==> config.mk <==
export PLATFORM = sky130hd
export DESIGN_NAME = square_ram_arbiter
export DESIGN_NICKNAME = d
export VERILOG_FILES = /design/src/rtl/square_ram_arbiter.sv
export SDC_FILE = /design/constraint.sdc
export NUM_CORES = 1
export LEC_CHECK = 0
export ABC_CLOCK_PERIOD_IN_PS = 3200
export CELL_PAD_IN_SITES_DETAIL_PLACEMENT = 0
export CELL_PAD_IN_SITES_GLOBAL_PLACEMENT = 1
export CORE_UTILIZATION = 29
export CTS_CLUSTER_SIZE = 24
export DETAILED_ROUTE_END_ITERATION = 16
export GPL_TIMING_DRIVEN = 0
export PLACE_DENSITY_LB_ADDON = 0.1
export SLEW_MARGIN = 20
export SYNTH_ARGS = -nofsm -noshare
export SYNTH_HDL_FRONTEND = slang
export SYNTH_SLANG_ARGS = --single-unit
==> constraint.sdc <==
create_clock -name clock -period 3.2 [get_ports clock]
set_input_delay 0.96 -clock clock [delete_from_list [all_inputs] [get_ports clock]]
set_output_delay 0.96 -clock clock [all_outputs]
set_load 0.03 [all_outputs]
==> src/rtl/square_ram_arbiter.sv <==
// Round-robin arbiter sharing one square {x, y} RAM between two requesters, with a full-plane clear engine.
// Optional grant/conflict statistics counters are enabled by defining SQUARE_RAM_ARB_STATS_EN.
//
// state | meaning
// IDLE  | arbitrate requesters onto the RAM
// CLEAR | sweep every {x, y} writing CLEAR_VALUE; requesters stall
module square_ram_arbiter #(
    parameter int                    DATA_WIDTH  = 8,
    parameter int                    ADDR_WIDTH  = 12,
    parameter logic [DATA_WIDTH-1:0] CLEAR_VALUE = '0
) (
    input  logic                  clock,
    input  logic                  reset_n,
    input  logic [1:0]            req_valid,
    input  logic [1:0]            req_write,
    input  logic [ADDR_WIDTH-1:0] req_x0,
    input  logic [ADDR_WIDTH-1:0] req_y0,
    input  logic [ADDR_WIDTH-1:0] req_x1,
    input  logic [ADDR_WIDTH-1:0] req_y1,
    input  logic [DATA_WIDTH-1:0] req_wdata0,
    input  logic [DATA_WIDTH-1:0] req_wdata1,
    output logic [1:0]            req_ready,
    output logic [1:0]            rsp_valid,
    output logic [DATA_WIDTH-1:0] rsp_data0,
    output logic [DATA_WIDTH-1:0] rsp_data1,
    input  logic                  clear_start,
    output logic                  clear_busy,
    output logic                  clear_done,
    output logic                  ram_we,
    output logic [ADDR_WIDTH-1:0] ram_x,
    output logic [ADDR_WIDTH-1:0] ram_y,
    output logic [DATA_WIDTH-1:0] ram_wdata,
    input  logic [DATA_WIDTH-1:0] ram_rdata
`ifdef SQUARE_RAM_ARB_STATS_EN
    ,
    output logic [31:0]           stat_grants0,
    output logic [31:0]           stat_grants1,
    output logic [31:0]           stat_conflicts
`endif
);

    localparam int CNT_W = 2 * ADDR_WIDTH;

    typedef enum logic {
        IDLE  = 1'b0,
        CLEAR = 1'b1
    } state_t;

    state_t           state, state_nxt;
    logic             rr_last;
    logic [CNT_W-1:0] clear_cnt;
    logic             cnt_last;
    logic             grant_any;
    logic             grant_idx;

    assign cnt_last = (clear_cnt == {CNT_W{1'b1}});

    always_ff @(posedge clock or negedge reset_n) begin
        if (!reset_n) begin
            state <= IDLE;
        end else begin
            state <= state_nxt;
        end
    end

    always_comb begin
        state_nxt = state;
        case (state)
            IDLE:    if (clear_start) state_nxt = CLEAR;
            CLEAR:   if (cnt_last) state_nxt = IDLE;
            default: state_nxt = IDLE;
        endcase
    end

    // Grant goes to the requester that did not win last time when both compete.
    always_comb begin
        grant_any = 1'b0;
        grant_idx = 1'b0;
        if (state == IDLE) begin
            if (req_valid[0] && req_valid[1]) begin
                grant_any = 1'b1;
                grant_idx = ~rr_last;
            end else if (req_valid[0]) begin
                grant_any = 1'b1;
                grant_idx = 1'b0;
            end else if (req_valid[1]) begin
                grant_any = 1'b1;
                grant_idx = 1'b1;
            end
        end
    end

    always_comb begin
        req_ready  = 2'b00;
        ram_we     = 1'b0;
        ram_x      = '0;
        ram_y      = '0;
        ram_wdata  = '0;
        clear_busy = (state == CLEAR);
        if (reset_n) begin
            if (state == CLEAR) begin
                ram_we         = 1'b1;
                ram_wdata      = CLEAR_VALUE;
                {ram_x, ram_y} = clear_cnt;
            end else if (grant_any) begin
                if (grant_idx) begin
                    req_ready = 2'b10;
                    ram_we    = req_write[1];
                    ram_x     = req_x1;
                    ram_y     = req_y1;
                    ram_wdata = req_wdata1;
                end else begin
                    req_ready = 2'b01;
                    ram_we    = req_write[0];
                    ram_x     = req_x0;
                    ram_y     = req_y0;
                    ram_wdata = req_wdata0;
                end
            end
        end
    end

    always_ff @(posedge clock or negedge reset_n) begin
        if (!reset_n) begin
            rr_last    <= 1'b1;
            clear_cnt  <= '0;
            clear_done <= 1'b0;
            rsp_valid  <= 2'b00;
            rsp_data0  <= '0;
            rsp_data1  <= '0;
        end else begin
            rsp_valid  <= 2'b00;
            clear_done <= 1'b0;
            if (grant_any) begin
                rr_last <= grant_idx;
            end
            if (req_ready[0] && !req_write[0]) begin
                rsp_valid[0] <= 1'b1;
                rsp_data0    <= ram_rdata;
            end
            if (req_ready[1] && !req_write[1]) begin
                rsp_valid[1] <= 1'b1;
                rsp_data1    <= ram_rdata;
            end
            if (state == CLEAR) begin
                if (cnt_last) begin
                    clear_cnt  <= '0;
                    clear_done <= 1'b1;
                end else begin
                    clear_cnt <= clear_cnt + CNT_W'(1);
                end
            end
        end
    end

`ifdef SQUARE_RAM_ARB_STATS_EN
    always_ff @(posedge clock or negedge reset_n) begin
        if (!reset_n) begin
            stat_grants0   <= '0;
            stat_grants1   <= '0;
            stat_conflicts <= '0;
        end else begin
            if (req_ready[0] && req_valid[0] && (stat_grants0 != 32'hFFFF_FFFF)) begin
                stat_grants0 <= stat_grants0 + 32'd1;
            end
            if (req_ready[1] && req_valid[1] && (stat_grants1 != 32'hFFFF_FFFF)) begin
                stat_grants1 <= stat_grants1 + 32'd1;
            end
            if ((state == IDLE) && (req_valid == 2'b11) && (stat_conflicts != 32'hFFFF_FFFF)) begin
                stat_conflicts <= stat_conflicts + 32'd1;
            end
        end
    end
`endif

endmodule
==> results of run 1 <==
## worst reg2reg max path: stages, from the launching register on
cell,delay (ns)
dfrtp_1,0.51
ha_1,0.27
nand4_1,0.26
nor4_1,0.29
and4_2,0.29
clkbuf_1,0.42
nor2_1,0.11
## metal layers
| metal | up-vias | share of wire [%] |
|---|---|---|
| met5 | - | 0 |
| met4 | 0 | 0.37 |
| met3 | 2 | 8.2 |
| met2 | 87 | 49 |
| met1 | 1254 | 43 |
| li1 | 1245 | - |
## placed cells by master (no fill, tap or decap), types with 4 or more instances in the layout
| cell type | instances |
|---|---|
| clkdlybuf4s50_1 | 95 |
| dfrtp_1 | 44 |
| a222oi_1 | 22 |
| buf_2 | 21 |
| nor2_1 | 20 |
| mux2_2 | 16 |
| xnor2_1 | 13 |
| nor2b_1 | 12 |
| nand2_1 | 12 |
| buf_4 | 11 |
| nand3_1 | 11 |
| nor2b_2 | 10 |
| clkbuf_8 | 8 |
| clkbuf_1 | 7 |
| a22oi_1 | 7 |
| nor4_1 | 6 |
| clkdlybuf4s15_2 | 6 |
| inv_1 | 5 |
| mux2i_1 | 5 |
| xor2_1 | 5 |
| buf_6 | 4 |
| o21ai_0 | 4 |
| nand4_1 | 4 |
| or4_1 | 4 |
| a21oi_1 | 4 |
## cell families (layout without fill, tap and decap cells)
family                     Yosys count  after routing  share of synthesized area (%)
muxes                               21             21                           9.02
adders and majority gates            1              1                          0.490
xor gates and xnor gates            18             18                           6.18
and+or+nand+nor                     98             98                           21.3
AOI/OAI and AO/OA                   48             48                           15.3
DFF                                 45             45                           44.2
buffers and inverters               23            168                           3.48
## cells in the mapped netlist (5+ instances only)
master and count:
nor4_1 6, xor2_1 5, a22oi_1 7, o21ai_0 5
nand3_1 11, inv_1 5, nor2_1 22, clkbuf_1 15
nand2_1 12, mux2_2 16, a222oi_1 22, xnor2_1 13
a21oi_1 5, nor2b_1 22, mux2i_1 5, dfrtp_1 44
## cell type report
| cell class | instances | area, sq um | share of cell area (%) |
|---|---|---|---|
| repair buffers | 140 | 1330 | 31.4 |
| multi-input cells | 186 | 1410 | 33.1 |
| plain buffers | 15 | 115 | 2.71 |
| flip-flops and latches | 45 | 1130 | 26.5 |
| inverters | 5 | 18.8 | 0.442 |
| clock buffers | 6 | 82.6 | 1.94 |
| clock inverters | 2 | 37.5 | 0.883 |
| well taps | 105 | 131 | 3.09 |
## power breakdown
| group | switching [mW] | internal [mW] |
|---|---|---|
| clock | 0.198 | 0.254 |
| sequential | 0.0691 | 0.626 |
| combinational | 0.242 | 0.242 |
| total | 0.509 | 1.12 |
## sequential cells by signal, indices dropped and copies added, names as in the netlist
name / count
clear_cnt: 24
rsp_data0: 8
rsp_data1: 8
rsp_valid: 2
clear_busy: 1
clear_done: 1
rr_last: 1
## path summary, 6_finish.rpt
kind                                  to     startpoint  slack, ns  depth (start not counted)
hold / removal              clear_cnt[0]        reset_n       0.48                          1
setup / recovery                ram_y[0]   req_valid[0]       0.12                          7
max in group asynchronous   rsp_data0[5]        reset_n       2.27                          2
hold reg to reg            clear_cnt[14]  clear_cnt[14]       0.51                          1
setup reg to reg           clear_cnt[11]   clear_cnt[0]       0.92                          6
min in group clock         clear_cnt[14]  clear_cnt[14]       0.51                          1
## stage by stage
stage / hold WS (ns) / setup WS, ns / util (%) / std cells / setup TNS, ns
floorplan: 0.461 / -0.143 / - / 254 / -0.746
global placement: 0.488 / -2.79 / 48.3 / 492 / -122.84
detailed placement: 0.495 / -1.43 / 48.4 / 493 / -48.97
CTS: 0.485 / 0.00161 / 50.5 / 505 / 0
global route: 0.468 / 0.000833 / 50.7 / 504 / 0
finish: 0.475 / 0.117 / 50.7 / 504 / 0
## repair_timing
item,CTS,global route
pin swaps,7,1
buffers inserted,5,0
setup endpoints to repair,44,24
cloned,1,0
resized for setup,202,13
==> out/metrics.yaml, run 1 <==
floorplanning:
  coreArea_sq_mm: 0.00838
  die_h_um: 95.8
  start_util_pct: 30.4
  rows: 33
  io_pins: 134
  fp.dieArea_sq_mm: 0.00918
  die_w_um: 95.8
timing:
  hold_violations: 0
  worstMarginPinSlew_ns: 0.924
  rsz0062_at_grt: "false"
  finalCritPeriodShare_pct: 96.3
  maxSlewHeadroom_pct: 37.8
  period_needed_ns: 3.08
  setup_violations: 0
  fmaxAchievable_mhz: 324
  drv_slew: 0
  fin_worst_skew_ns: 0.0105
grt:
  grt_use_met3_pct: 5.77
  antenna_found_initial: 0
  busiest_layer: "met2"
  grt-ovfl-total: 0
  grt_util_all_layers_pct: 18.2
  grt_max_degree: 23
  grt_pass1_wl_mm: 12.8
  met1_usage_pct: 22.8
  grt_use_met2_pct: 30.9
  grt_pass1_vias: 2574
cts:
  clock_latency_ns: 0.30
  clock_sinks: 45
  ctsHtreeMaxLevel: 2
  cts_tree: "built"
  path_clk_slew_ns: 0.08
  numCtsBuffers: 5
  cts_root_buf: "clkbuf_8"
  clk_path_buf_depth: 2
  hold_buffers: 0
synth:
  synthCells: 254
  yosysTopAreaCell: "dfrtp_1"
  synth_edf_count: 0
  ys_ff_latch: 45
  avgSynthCellArea_sq_um: 10.0
  yosys.cell_types.count: 40
  synthArstFlopShare_pct: 100
  yosysTopAreaCellShare_pct: 43.2
  syn_nets: 334
  netlist_top_cells_area: "dfrtp_1, a222oi_1, mux2_2"
  syn_area_sq_mm: 0.00255
  synth_top_flop_cell: "dfrtp_1"
  ys_seq_area_share_pct: 44.2
  ys_warn_count: 0
run:
  cap_violations: 0
worst_setup_path:
  path_buf_inv: 3
  cp_top_family: "buffers and inverters"
  start_kind: "input pin"
  critPathKind: "in2out"
  end_kind: "output pin"
  crit_required_ns: 2.24
  crit_slowest_cell: "clkdlybuf4s15_1"
  slowest_delay_ns: 0.38
  path_cells: "buf_2 > nand2b_4 > a21oi_2 > clkbuf_8 > a222oi_1 > nor2b_1 > clkdlybuf4s15_1"
  critPathMaxFanout: 10
  cp_data_arrival_time_ns: 2.12
placement:
  placed_cell_area_sq_mm: 0.00406
  dp_hpwl_mm: 6.25
  gp_congestion: 0.723
  io_buffers: 133
routing:
  drc: 0
  vias: 2588
  dr.pass1.iters: 5
  routed_wl_mm: 8.16
  ant_nets: 0
  detail_route.wl_per_cell_um: 16.2
  initialDrtViolationCount: 149
  vias_per_cell: 5.13
power:
  vdd_ir_drop_max_uv: 246
  power_mw: 1.63
  p_leak_nw: 1.77
  p_per_area_mw_per_mm2: 384
outcome:
  status: "complete, no violations"
finish:
  num-nets-final: 478
  final_layout_size_suffix_gt1_share_pct: 25.1
  area_growth_pct: 66.6
  diodes: 0
  design_area_sq_mm: 0.00425
  n_fill_cell: 805
worst_hold_path:
  hold_path_class: "in2async"
No activity file was read; power rests on OpenSTA's default activity.
==> run 2: changes to the inputs <==
--- a/config.mk
+++ b/config.mk
@@ -8,9 +8,10 @@
 export ABC_CLOCK_PERIOD_IN_PS = 3200
 export CELL_PAD_IN_SITES_DETAIL_PLACEMENT = 0
 export CELL_PAD_IN_SITES_GLOBAL_PLACEMENT = 1
-export CORE_UTILIZATION = 29
+export CORE_UTILIZATION = 37
 export CTS_CLUSTER_SIZE = 24
 export DETAILED_ROUTE_END_ITERATION = 16
+export DONT_BUFFER_PORTS = 1
 export GPL_TIMING_DRIVEN = 0
 export PLACE_DENSITY_LB_ADDON = 0.1
 export SLEW_MARGIN = 20
==> out/metrics.yaml, run 2 (same netlist as run 1, synthesis figures left out) <==
timing:
  setup_violations: 0
  fin_setup_tns_ns: 0
  fmaxAchievable_mhz: 320
  period_needed_ns: 3.13
  finalCritPeriodShare_pct: 97.7
  fin_worst_skew_ns: 0.0108
  whs_ns: 0.343
  hold_violations: 0
  rsz0062_at_grt: "false"
  maxSlewHeadroom_pct: 47.1
  drv_slew: 0
  worstMarginPinSlew_ns: 0.786
finish:
  fin_util_pct: 45.4
  final_cell_mix: "dfrtp_1, a222oi_1, nor2b_2"
  final_common_cell: "dfrtp_1"
  area_growth_pct: 15.6
  layout_top_registers: "clear_cnt: 24 flops, rsp_data0: 8 flops, rsp_data1: 8 flops"
  final_layout_size_suffix_gt1_share_pct: 30.5
  largest_reg_flops: 24
  largest_register: "clear_cnt"
  num-nets-final: 341
  diodes: 0
worst_setup_path:
  critPathKind: "in2out"
  crit_required_ns: 2.24
  start_kind: "input pin"
  crit_slowest_cell: "o21ai_2"
  rrSetupSlack_ns: 0.77
  cp_data_arrival_time_ns: 2.17
  path_cells: "clkbuf_2 > nand2b_4 > o21bai_2 > o21ai_2"
  slowest_delay_ns: 0.38
  critPathMaxFanout: 46
  end_kind: "output pin"
floorplanning:
  fp.dieArea_sq_mm: 0.00723
  rows: 29
  die_h_um: 85.0
  io_pins: 134
  start_util_pct: 39.3
  coreArea_sq_mm: 0.00649
  die_w_um: 85.0
routing:
  detail_route.wl_per_cell_um: 20.4
  drc: 0
  initialDrtViolationCount: 191
  vias: 2105
  vias_per_cell: 6.21
  dr.pass1.iters: 6
  ant_nets: 0
  routed_wl_mm: 6.92
cts:
  ctsHtreeMaxLevel: 2
  clock_latency_ns: 0.31
  hold_buffers: 0
  cts_tree: "built"
  clk_path_buf_depth: 2
  cts_root_buf: "clkbuf_8"
  clock_sinks: 45
  numCtsBuffers: 5
  path_clk_slew_ns: 0.10
power:
  power.sequential.fraction_pct: 51.5
  p_sw_mw: 0.499
  combPwrFrac_pct: 21.6
  clkPwrFrac_pct: 26.9
  sw_frac_of_total_pct: 35.6
  power.internal_mw: 0.903
  vdd_ir_drop_max_uv: 242
  p_per_area_mw_per_mm2: 475
  p_leak_nw: 1.15
placement:
  gp_congestion: 0.704
  dp_hpwl_mm: 5.00
  io_buffers: 0
grt:
  grt_util_all_layers_pct: 19.7
  grt_max_degree: 47
  antenna_found_initial: 0
  grt-ovfl-total: 0
  grt_pass1_wl_mm: 11.0
  grt_pass1_vias: 2056
run:
  cap_violations: 0
outcome:
  status: "complete, no violations"
worst_hold_path:
  hold_path_class: "in2async"
## run 2: cell types whose count changed in the layout (fill, tap and decap cells not counted), sizes merged
cell           previous run  this run
clkdlybuf4s50            95         0
bufbuf                    1         0
bufinv                    1         0
clkbuf                   20        18
clkdlybuf4s15             7         0
inv                       5         6
buf                      38         5
clkinv                    0         1
## run 2: worst paths after layout
| check | from | end | depth (start not counted) |
|---|---|---|---|
| worst max-delay path | reset_n | ram_y[11] | 4 |
| worst max register to register | clear_busy | rsp_data0[2] | 5 |
| worst min register to register | clear_cnt[12] | clear_cnt[12] | 1 |
| min in group clock | clear_cnt[12] | clear_cnt[12] | 1 |
| max in group asynchronous | reset_n | rr_last | 0 |
| worst min-delay path | reset_n | clear_busy | 0 |
## run 2: timing repair
item	4_1_cts	5_1_grt
pin swaps	4	1
endpoints found under the setup margin	35	27
gates resized for setup	45	16
setup buffers	1	0
## run 2: metrics by stage
step	setup WS, ns	cell area, sq um	instances	total power [mW]
2_1_floorplan	-0.143	2580	254	0.961
5_1_grt	0.00604	2950	339	1.48
6_report	0.0739	2950	339	1.40
3_3_place_gp	-0.530	2680	331	1.02
4_1_cts	0.00739	2920	339	1.41
3_5_place_dp	-0.558	2680	331	1.02
## run 2: worst max-delay path: cells and delay by family
family	cells	cell delay, ns
compound gates	2	0.73
buf+inv	1	0.24
simple gates	1	0.19
## run 2: area by class of cell
cell class              instances  area, sq um
clock inverters                 3         25.0
repair buffers                  1         7.51
plain buffers                  17          108
fillers                       633         3540
clock buffers                   5         68.8
multi-input cells             186         1500
well taps                      77         96.3
flip-flops and latches         45         1130
inverters                       5         18.8
## run 2: per-layer routing
layer / global-route usage [%] / share of wire (%) / up-vias / wire length, um
li1: - / - / 970 / -
met3: 4.86 / 7.0 / 6 / 483
met1: 26.6 / 43 / 1037 / 2990
met2: 32.0 / 49 / 92 / 3390
met4: 4.62 / 0.79 / 0 / 55
met5: 0 / 0 / - / 0
## run 2: power groups by stage
stage / registers [mW] / logic [mW] / clock network, mW
floorplan: 0.714 / 0.247 / 0
global placement: 0.732 / 0.284 / 0
detailed placement: 0.734 / 0.289 / 0
CTS: 0.723 / 0.296 / 0.386
global route: 0.738 / 0.338 / 0.407
finish: 0.722 / 0.303 / 0.376
==> patch 1: new RTL, flow settings as in run 1 <==
Build with the macro `SQUARE_RAM_ARB_STATS_EN` defined.
--- a/src/rtl/square_ram_arbiter.sv
+++ b/src/rtl/square_ram_arbiter.sv
@@ -4,6 +4,8 @@
 // state | meaning
 // IDLE  | arbitrate requesters onto the RAM
 // CLEAR | sweep every {x, y} writing CLEAR_VALUE; requesters stall
+`define SQUARE_RAM_ARB_STATS_EN
+
 module square_ram_arbiter #(
     parameter int                    DATA_WIDTH  = 8,
     parameter int                    ADDR_WIDTH  = 12,
Formal check against the unedited RTL (old outputs only; new: stat_conflicts, stat_grants0 and stat_grants1): equivalent (equiv_simple and equiv_induct, registers matched by name and starting in step).
==> patch 1 against run 1 <==
Final area grew to 2.5 times the old value; area after synthesis rose to 2.7 times the old value; total power rose to 2.7 times the old value; maximum frequency decreased by 3.2%; worst setup slack got worse by 0.10 ns; sequential cell count grew 96; routed wire length grew to 2.6 times the old value; register-to-register slack worse by 0.12 ns; critical endpoint is now ram_we; largest cell class is now registers; largest power group is now clock.
==> patch 1: results (changes against run 1) <==
status=complete, no violations (unchanged); Hold Vio Cnt, Final=0 (unchanged); CP peak stage delay=0.27 ns (was 0.38 ns); Worst Setup EP=ram_we (was ram_y[0]); RR Endpoint=stat_conflicts[29] (was clear_cnt[11]); top cells by count, synth=140 x dfrtp_1, 87 x xnor2_1, 79 x nand2_1 (was 44 x dfrtp_1, 22 x a222oi_1, 22 x nor2_1, 22 x nor2b_1, 16 x mux2_2); adder-cell share of the synthesized area=0.716% (was 0.490%); NetSw=1.19 mW (was 0.509 mW); sequential area share after synthesis=50.5% (was 44.2%); Syn Inst Count=677 (was 254); Slowest-stage cell, CP=mux2i_4 (was clkdlybuf4s15_1); htree depth=4 (was 2); syn nets=760 (was 334); CTS max path bufs=2 (unchanged); Synth area leaders=dfrtp_1 50%, xnor2_1 11%, nand2_1 4.2% (was dfrtp_1 43%, a222oi_1 8.6%, mux2_2 7.1%); routed via count=6083 (was 2588); CTS Buf Count=17 (was 5); clock latency on the worst-skew pair=0.43 ns (was 0.30 ns); R2R Path Start=clear_busy (was clear_cnt[0]); RePlAce Congestion=0.723 (about the same); Pleak=4.49 nW (was 1.77 nW); initial detailed-routing violation count=338 (was 149); first-pass GRT wire length=33.3 mm (was 12.8 mm); Met2 Routed Length=9.99 mm (was 3.98 mm); Routed met1 length=9.85 mm (was 3.48 mm); GR Layer Usage met1=23.2% (was 22.8%); CTS root buf=clkbuf_16 (was clkbuf_8); DR WL met3=1.59 mm (was 666 um); Synth Area in Compound Gates=5.61% (was 15.3%); CP Max Fanout=5 (was 10); IO Port Bufs=229 (was 133); fin nets=1028 (was 478); P_clk=1.94 mW (was 0.452 mW); routing usage on met3=5.97% (was 5.77%); hpwl dp=14.8 mm (was 6.25 mm); Worst Skew=0.0163 ns (was 0.0105 ns); VDD IR-drop max=0.300 mV (was 0.246 mV); crit path from=req_valid[1] (was req_valid[0]); post-synthesis mux area share=2.33% (was 9.02%); PwrDens=409 nW/um^2 (was 384 nW/um^2); layout cells sized above 1=16.4% (was 25.1%); Yosys Warn Count=0 (unchanged); GR Util met2=27.6% (was 30.9%); busiest layer in global routing=met2 (unchanged); ys async rst share=100% (unchanged); top flop regs=stat_conflicts (32), stat_grants0 (32), stat_grants1 (32) (was clear_cnt (24), rsp_data0 (8), rsp_data1 (8)); library cells used by synthesis=50 (was 40); Inst Count DP=1226 (was 493); R2R Setup Slk=0.80 ns (was 0.92 ns); largest net degree at the start of global routing=48 (was 23); crit-path leading delay family=buffers and inverters (unchanged); Worst Reg2Reg Path Length in Cells=9 (was 6); total track usage=17.7% (was 18.2%); Comb power frac=12.1% (was 29.7%); Max-slew headroom=38.7% (was 37.8%); wire per inst=16.9 um (was 16.2 um); Post-Synth XOR/XNOR Area=14.3% (was 6.18%); CP arrival=2.23 ns (was 2.12 ns); drt total wl=21.6 mm (was 8.16 mm)
## patch 1: changes by cell type in the layout (fill, tap and decap cells not counted), moves of 10 or more
| cell | run 1 | this run |
|---|---|---|
| nand3_1 | 11 | 50 |
| xnor2_1 | 13 | 87 |
| and4_1 | 1 | 13 |
| buf_6 | 4 | 14 |
| nor3_1 | 3 | 13 |
| and3_1 | 2 | 14 |
| nand4_1 | 4 | 40 |
| nand2_1 | 12 | 79 |
| nor2_1 | 20 | 46 |
| clkbuf_16 | 1 | 24 |
| dfrtp_1 | 44 | 140 |
| clkdlybuf4s50_1 | 95 | 191 |
| xor2_1 | 5 | 27 |
## patch 1: per-stage QoR
stage          cell area [sq um]  setup slack [ns]
6_report                   10800            0.0141
5_1_grt                    10800           -0.0474
4_1_cts                    10600           -0.0631
3_5_place_dp                9770             -1.70
3_3_place_gp                9740             -6.67
2_1_floorplan               7050            0.0156
## patch 1: timing repair
item	4_1_cts	5_1_grt
buffers inserted	9	3
hold buffers	0	0
cloned	5	4
endpoints found under the setup margin	75	31
pin swaps	13	12
resized for setup	221	27
hold endpoints to repair	0	0
## patch 1: worst min-delay path by stage
stage	endpoint	slack (ns)	depth (start not counted)	start
2_1_floorplan	clear_cnt[10]	0.46	1	clear_cnt[10]
3_3_place_gp	rsp_data1[5]	0.46	2	rsp_data1[5]
3_5_place_dp	rsp_data1[0]	0.46	2	rsp_data1[0]
4_1_cts	stat_grants0[22]	0.36	1	reset_n
5_1_grt	clear_cnt[19]	0.37	1	reset_n
6_report	clear_cnt[1]	0.38	1	reset_n
## patch 1: final cells by class
class                      instances  area, sq um
buffer                            21          205
clock buffer                      19          433
clock inverter                    13          133
fill                            2336        12800
inverter                          15         56.3
multi-input combinational        498         3420
sequential                       141         3530
tap                              319          399
timing repair buffer             251         2590
==> patch 2: new RTL, flow settings as in run 1 <==
Made on the original files. Set the parameter `ADDR_WIDTH` to 11 (it was 12).
--- a/src/rtl/square_ram_arbiter.sv
+++ b/src/rtl/square_ram_arbiter.sv
@@ -6,7 +6,7 @@
 // CLEAR | sweep every {x, y} writing CLEAR_VALUE; requesters stall
 module square_ram_arbiter #(
     parameter int                    DATA_WIDTH  = 8,
-    parameter int                    ADDR_WIDTH  = 12,
+    parameter int                    ADDR_WIDTH  = 11,
     parameter logic [DATA_WIDTH-1:0] CLEAR_VALUE = '0
 ) (
     input  logic                  clock,
Ports: changed (6 resized); port bits go from 134 to 128. The function was not compared with the original's and may differ.
==> patch 2 against run 1 <==
Combinational power is 11% lower; final area is 6.3% lower; routed wire length is 0.70% higher; via count is 3.1% lower; worst setup slack worse by 0.033 ns; hold slack better by 0.019 ns; area after synthesis is 2.3% lower; total power is 9.3% lower; non-clock buffer count is 11 lower; final cell count is 3.2% lower; sequential cell count is 2 lower; first-iteration DRC count is 15% lower; critical path depth stayed put; maximum frequency is 1.1% lower; critical endpoint is now ram_y[10].
==> patch 2: results (changes against run 1) <==
post-synthesis mux area share=9.24% (was 9.02%); library cells used by synthesis=37 (was 40); sequential area share after synthesis=43.2% (was 44.2%); Synth area leaders=dfrtp_1 42%, a222oi_1 8.0%, mux2_2 6.3% (was dfrtp_1 43%, a222oi_1 8.6%, mux2_2 7.1%); layout cells sized above 1=20.9% (was 25.1%); Syn Inst Count=245 (was 254); VDD IR-drop max=0.182 mV (was 0.246 mV); largest net degree at the start of global routing=51 (was 23); Filler cells=822 (was 805); Worst Skew=0.00958 ns (was 0.0105 ns); Yosys Warn Count=0 (unchanged); worst setup slack after layout=0.0841 ns (was 0.117 ns); hold crit path type=reg2reg (was in2async); Worst Tran Pin Value=0.994 ns (was 0.924 ns); Slowest-stage cell, CP=clkdlybuf4s15_2 (was clkdlybuf4s15_1); worst hold start=rsp_data0[7]; CP Max Fanout=10 (unchanged); top flop regs=clear_cnt (22), rsp_data0 (8), rsp_data1 (8) (was clear_cnt (24), rsp_data0 (8), rsp_data1 (8)); IO Port Bufs=127 (was 133); Clock Pin Slew Worst Setup and Hold Paths=0.10 ns (was 0.08 ns); Pleak=1.63 nW (was 1.77 nW); CTS Buf Count=5 (unchanged); Worst Reg2Reg Path Length in Cells=6 (unchanged); CTS max path bufs=2 (unchanged); hpwl dp=6.30 mm (was 6.25 mm); RePlAce Congestion=0.768 (was 0.723); Synth Area in Compound Gates=15.3% (about the same); crit-path leading delay family=buffers and inverters (unchanged); routed via count=2508 (was 2588); fin nets=458 (was 478); clock latency on the worst-skew pair=0.31 ns; wire per inst=16.8 um (was 16.2 um); total track usage=19.3% (was 18.2%); initial detailed-routing violation count=126 (was 149); Post-Synth XOR/XNOR Area=5.27% (was 6.18%); drt total wl=8.21 mm (was 8.16 mm); RR Endpoint=clear_cnt[3] (was clear_cnt[11]); ys async rst share=100% (unchanged); status=complete, no violations (unchanged); antenna violations before repair=0 (unchanged); adder-cell share of the synthesized area=0.502% (was 0.490%); R2R Setup Slk=0.91 ns; antenna cells=0 (unchanged); R2R Path Start=clear_cnt[0] (unchanged); Worst Setup EP=ram_y[10] (was ram_y[0]); vias in the first global route=2561 (was 2574); top cells by count, synth=42 x dfrtp_1, 20 x a222oi_1, 20 x nor2b_1 (was 44 x dfrtp_1, 22 x a222oi_1, 22 x nor2_1, 22 x nor2b_1, 16 x mux2_2); commonest register cell after synthesis=dfrtp_1 (unchanged); CP peak stage delay=0.30 ns (was 0.38 ns); DR pass1 iterations=4 (was 5); pre-CTS setup slack=-1.33 ns (was -1.43 ns); first-pass GRT wire length=13.2 mm (was 12.8 mm); Inst Count DP=477 (was 493); crit path from=req_valid[1] (was req_valid[0]); syn nets=321 (was 334)
-- patch 2: changes by cell type after synthesis, sizes merged, moves of 3 or more --
cell | run 1 | this run
or4 | 4 | 1
nand4 | 5 | 10
clkbuf | 15 | 6
o21ai | 5 | 8
nor2 | 22 | 17
xnor2 | 13 | 9
buf | 3 | 8
-- patch 2: metal layers --
layer  vias to the layer above  track usage, %  wire [um]
met5                         -               0          0
met4                         0            4.55         81
met3                         7            4.35        484
met2                        84            32.9       4170
met1                      1216            24.8       3470
li1                       1201               -          -
-- patch 2: timing repair --
item	in CTS	in global routing
endpoints found under the hold margin	0	0
setup buffers	3	0
setup endpoints to repair	33	28
hold buffers	0	0
pin swaps	0	1
resized for setup	146	20
-- patch 2: cell type report --
type,count,area (sq um),area share (%)
multi-input cells,182,1340,33.6
inverters,6,22.5,0.565
well taps,105,131,3.30
flip-flops and latches,43,1080,27.0
clock buffers,5,68.8,1.73
plain buffers,14,98.8,2.48
clock inverters,3,23.8,0.597
repair buffers,130,1220,30.7
-- patch 2: how the worst min path moves through the flow --
stage	slack [ns]	cells past startpoint	end
floorplan	0.46	1	clear_cnt[18]
global placement	0.47	1	rsp_data0[7]
detailed placement	0.48	1	rsp_data0[7]
CTS	0.50	1	rsp_data0[7]
global route	0.50	1	clear_cnt[17]
finish	0.49	1	rsp_data0[7]
-- patch 2: metrics by stage --
stage / TNS (ns) / instance area [sq um] / hold WS, ns
after floorplan: 0 / 2490 / 0.458
after global placement: -106.86 / 3890 / 0.471
after detailed placement: -39.05 / 3890 / 0.481
after CTS: 0 / 4020 / 0.500
after global routing: -0.00599 / 3980 / 0.503
final: 0 / 3980 / 0.494
-- patch 2: power breakdown --
group	switching (mW)	internal (mW)	total (mW)
clock	0.213	0.156	0.369
combinational	0.208	0.226	0.433
sequential	0.0754	0.601	0.677
